**config.mk**
```make
export PLATFORM = sky130hd
export DESIGN_NAME = pc_and_im
export DESIGN_NICKNAME = d
export VERILOG_FILES = /design/src/rtl/pc_and_im.sv
export SDC_FILE = /design/constraint.sdc
export NUM_CORES = 1
export LEC_CHECK = 0
export CAP_MARGIN = 20
export CELL_PAD_IN_SITES_DETAIL_PLACEMENT = 0
export CELL_PAD_IN_SITES_GLOBAL_PLACEMENT = 1
export CORE_MARGIN = 3
export CORE_UTILIZATION = 30
export DETAILED_ROUTE_END_ITERATION = 10
export GPL_ROUTABILITY_DRIVEN = 0
export PLACE_DENSITY = 0.83
export SETUP_SLACK_MARGIN = 0.05
export SLEW_MARGIN = 15
export SYNTH_ARGS = -nofsm -noshare
export SYNTH_HDL_FRONTEND = slang
export SYNTH_SLANG_ARGS = --single-unit
```
**constraint.sdc**
```tcl
create_clock -name clk -period 2.82 [get_ports clk]
set_clock_uncertainty 0.1 [all_clocks]
set_input_delay 0.564 -clock clk [delete_from_list [all_inputs] [get_ports clk]]
set_output_delay 0.564 -clock clk [all_outputs]
set_load 0.01 [all_outputs]
```
**src/rtl/pc_and_im.sv**
```systemverilog
// Instruction fetch: a free-running word PC driving an asynchronous-read ROM.
// The PC wraps to zero after the last ROM word, so it never leaves the ROM.
module pc_and_im #(
  parameter int          DEPTH    = 64,
  parameter logic [31:0] RESET_PC = 32'h0000_0000
) (
  input  logic        clk,
  input  logic        rst,
  output logic [31:0] InstructionOut,
  output logic [31:0] PCOut
);
  localparam int IDX_W = $clog2(DEPTH);

  // Declaration initialiser gives a defined fetch address before any reset edge.
  logic [31:0]      pc_q = RESET_PC;
  logic [31:0]      pc_d;
  logic [IDX_W-1:0] idx;
  logic [31:0]      rom_word;

  assign idx = pc_q[IDX_W+1:2];

  always_comb begin
    pc_d = pc_q + 32'd4;
    if (idx == IDX_W'(DEPTH - 1)) pc_d = '0;
  end

  always_ff @(posedge clk) begin
    if (rst) pc_q <= RESET_PC;
    else     pc_q <= pc_d;
  end

  always_comb begin
    rom_word = 32'h0000_0000;
    case (idx)
      IDX_W'(0): rom_word = 32'h2008_0005; // addi $t0,$zero,5
      IDX_W'(1): rom_word = 32'h2009_000A; // addi $t1,$zero,10
      IDX_W'(2): rom_word = 32'h0109_5020; // add  $t2,$t0,$t1
      IDX_W'(3): rom_word = 32'h012A_5822; // sub  $t3,$t1,$t2
      IDX_W'(4): rom_word = 32'hAC0A_0000; // sw   $t2,0($zero)
      IDX_W'(5): rom_word = 32'h8C0C_0000; // lw   $t4,0($zero)
      default:   rom_word = 32'h0000_0000;
    endcase
  end

  assign InstructionOut = rom_word;
  assign PCOut          = pc_q;
endmodule

```
# Yosys cells after proc, flatten, opt, wreduce, memory -nomap -nowiden
# Index checks and enable logic that the tools add are counted.
[word_totals]
input_bits = 2
out_inout_bits = 64
ff_bits = 32
[op_classes]
n_eq_ne = 6
reduce_logical = 2
n_addsub = 1
mux = 1
[op_table]
columns = ["cell", "count"]
rows = [
  ["$pmux 32 s6", 1],
  ["$add 32x3->32 const B", 1],
  ["$eq 6x2->1 const B", 2],
  ["$eq 6x3->1 const B", 2],
  ["$eq 6x1->1 const B", 1],
  ["$eq 6x6->1 const B", 1],
  ["$logic_not 6->1", 1],
  ["$reduce_or 2->1", 1],
]

# Depth between registers and ports, before layout
[depth]
word_depth = 2
ltp_mapped = 7
depth_no_buf = 5

# Worst setup path after synthesis
# OpenSTA, ideal clock, no wires.
[synth_path]
path_kind = "register to output"
startpoint = "register pc_q[7], in the netlist PCOut[7]"
endpoint = "output InstructionOut[27]"
setup_slack_ns = 0.627
stages_incl_launch_ff = 5
n_path_buf = 2
required_time_ns = 2.156
arrival_time_ns = 1.529
cell_sequence = "dfxtp_1 > clkbuf_1 > or3_1 > nor3_1 > buf_4"
[synth_via]
elab_chain_len = 2
[synth_rtl]
columns = ["item", "line", "source"]
rows = [
  ["from (decl)", "15", "logic [31:0] pc_q = RESET_PC;"],
  ["from (signal assigned)", "29", "else pc_q <= pc_d;"],
  ["$eq 6x3->1, or another cell as far along", "34", "case (idx)"],
  ["$pmux 32 s6 *", "34", ""],
  ["to (decl)", "9", "output logic [31:0] InstructionOut,"],
]
# Mark *: on every way between the ends. The rest lies on a longest branch, timed or not.

# Worst setup path in the final report
[layout_path]
startpoint = "register pc_q[6], in the netlist PCOut[6]"
endpoint = "output InstructionOut[14]"
# The elaborated chain is that of the path after synthesis.

==> reports/summary.txt <==
==================================================================================
Minimum hold slack                                                        0.391 ns
Post-detailed-route via-to-cell ratio                                         4.75
Clk_lat worst skew                                                         0.27 ns
Result of the run                                                     finished clean
Area of the core region                                                 4910 sq um
Aggregate global-route resource usage                                        12.0%
Power per cell area                                                    429 nW/um^2
Starting DRT DRC Count                                                          38
Number of antenna-violating nets in the routed design                            0
Most frequent cells in the layout                                     49 x clkdlybuf4s50_1, 30 x dfxtp_1, 16 x conb_1
Fin crit share                                                               93.6%
Total standard cell area after synthesis                                1580 sq um
Share of final-layout standard cells stronger than drive strength 1          5.33%
Io pins                                                                         66
Via count of the first global-routing pass                                    1275
Synthesized netlist cell count                                                 186
Final number of hold-violating endpoints                                         0
Die Y                                                                      78.6 um
Slew at the pin closest to its max-slew limit                             0.540 ns
Mapped Avg Cell Area                                                    8.50 sq um
I/O Buffers                                                                     49
Crit path launch type                                                     register
Number of buffers created by CTS                                                 5
Setup TNS                                                                     0 ns
Via count of the routed design                                                1388
Clock tree from TritonCTS                                                    built
Arr. time, crit path                                                       1.98 ns
Max reg flops                                                                   30
Final number of setup-violating endpoints                                        0
Hold-fix buffer count after cts                                                  0
Antenna fix cells                                                                0
Post-route core utilization                                                  42.8%
Routed len/inst                                                            12.3 um
Max FO, Critical Path                                                            6
Critical setup path kind                                              register to output port
Area growth from synthesis to layout                                         32.8%
Sequential-to-total area share from yosys stat                               38.0%
Max-cap violations                                                               0
Area enclosed by the die boundary                                       6180 sq um
Final critical delay including setup and external delays                   2.64 ns
Slew margin rel.                                                             64.0%
IR drop worst, VDD                                                        0.236 mV
Largest cells by area after synthesis                                 dfxtp_1 38%, buf_4 11%, o21a_1 4.3%
Number of nets at the end of the flow                                          232
Count of unresolved DRC violations after routing                                 0
Synth top area share                                                         38.0%
Wire length of the first global-routing pass                               5.98 mm
Starting Density                                                             32.2%
RSZ-0062 raised after global routing                                            no
Die width                                                                  78.6 um
Number of antenna violations at the first check in global routing                0
Pin count of the biggest net entering global routing                            18
Sort of element at the end of the critical path                        output port
Length of the first detailed-routing pass in iterations                          4
Congestion Overflow GR                                                           0
Half-perimeter wire length of the detailed placement result                2.72 mm
Buffer levels on the longest clock path                                          2
Library cell occupying the most area in the post-synthesis netlist         dfxtp_1
Static Leak                                                               0.732 nW
Leading cell type in the layout, fill and taps excluded               clkdlybuf4s50_1
Clock slew at reported path FFs                                            0.06 ns
Total instance count after detailed placement                                  286
Overall routed net length                                                  3.60 mm
Upper clock frequency limit                                                379 MHz
Required time at the worst-slack endpoint                                  2.16 ns
Row count                                                                       25
Number of max-slew violations in the final report                                0
Class of the tightest hold or removal check                           register to register
Root buffer cell                                                          clkbuf_8
Synthesis warning total                                                          0
Clock Sinks                                                                     30
Layout Cells excl Fill                                                         292
Yosys cell types                                                                33
Flip-flop and latch count after synthesis                                       30
H-tree depth reported by CTS                                                     2
==================================================================================
-- worst paths after layout --
path | start | endpoint | slack, ns | cells after the start
setup reg to reg | PCOut[4] | PCOut[27] | 0.38 | 4
setup / recovery | PCOut[6] | InstructionOut[14] | 0.18 | 4
hold / removal | PCOut[23] | PCOut[23] | 0.39 | 2
hold reg to reg | PCOut[23] | PCOut[23] | 0.39 | 2
-- metrics by stage --
| step | setup slack (ns) | area [sq um] | power [mW] |
|---|---|---|---|
| 6_report | 0.180 | 2100 | 0.900 |
| 5_1_grt | 0.0836 | 2100 | 0.941 |
| 4_1_cts | 0.0615 | 2090 | 0.913 |
| 3_5_place_dp | 0.362 | 2000 | 0.580 |
| 3_3_place_gp | 0.429 | 2000 | 0.579 |
| 2_1_floorplan | 0.627 | 1640 | 0.538 |
-- kinds of logic after synthesis --
family	Yosys count	share of synthesized area, %
fa+ha+maj	4	3.16
other cells	1	0.237
simple gates	73	25.8
compound gates	33	13.3
buf+inv	37	15.0
xor+xnor	7	3.88
mux	1	0.633
flops	30	38.0
-- cell usage after synthesis (all sizes together) --
cell type	instances
dfxtp	30
buf	26
nor2	14
a21oi	11
nand2	9
o21a	9
and2	8
clkbuf	7
nand3	7
or4	7
nor3	6
o31ai	6
and3	5
nand4	5
and4	4
ha	4
inv	4
o21ai	4
xnor2	4
nor4	3
or3	3
xor2	3
a21o	1
a31oi	1
conb	1
mux2i	1
nor3b	1
o31a	1
or2	1
-- per-layer routing --
layer  up-vias  part of all wire, %  GRT usage (%)
li1        693                    -              -
met1       645                   47           15.0
met2        45                   47           19.6
met3         5                  5.3           3.33
met4         0                 0.81           4.72
met5         -                    0              0
-- power by group --
part	internal (mW)	total (mW)	leakage, nW	switching, mW
sequential	0.428	0.435	0.242	0.00748
combinational	0.0697	0.135	0.446	0.0657
clock	0.188	0.329	0.0431	0.142
-- timing repair --
item,CTS,global route
buffers inserted,0,0
resized for setup,0,3
endpoints found under the setup margin,0,7
-- cell type report --
class                           instances  area (sq um)
Inverter                                4          15.0
Tap cell                               67          83.8
Multi-Input combinational cell        134           812
Sequential cell                        30           601
Fill cell                             506          2810
Clock buffer                            6          82.6
Timing Repair Buffer                   51           505
-- critical path, stage by stage, from the launching register on --
cell and delay [ns]:
dfxtp_1 0.37, or3_4 0.44, nor2_2 0.14, o21a_1 0.20, clkdlybuf4s50_1 0.56
Note: power is estimated with default switching activity, not from simulation.
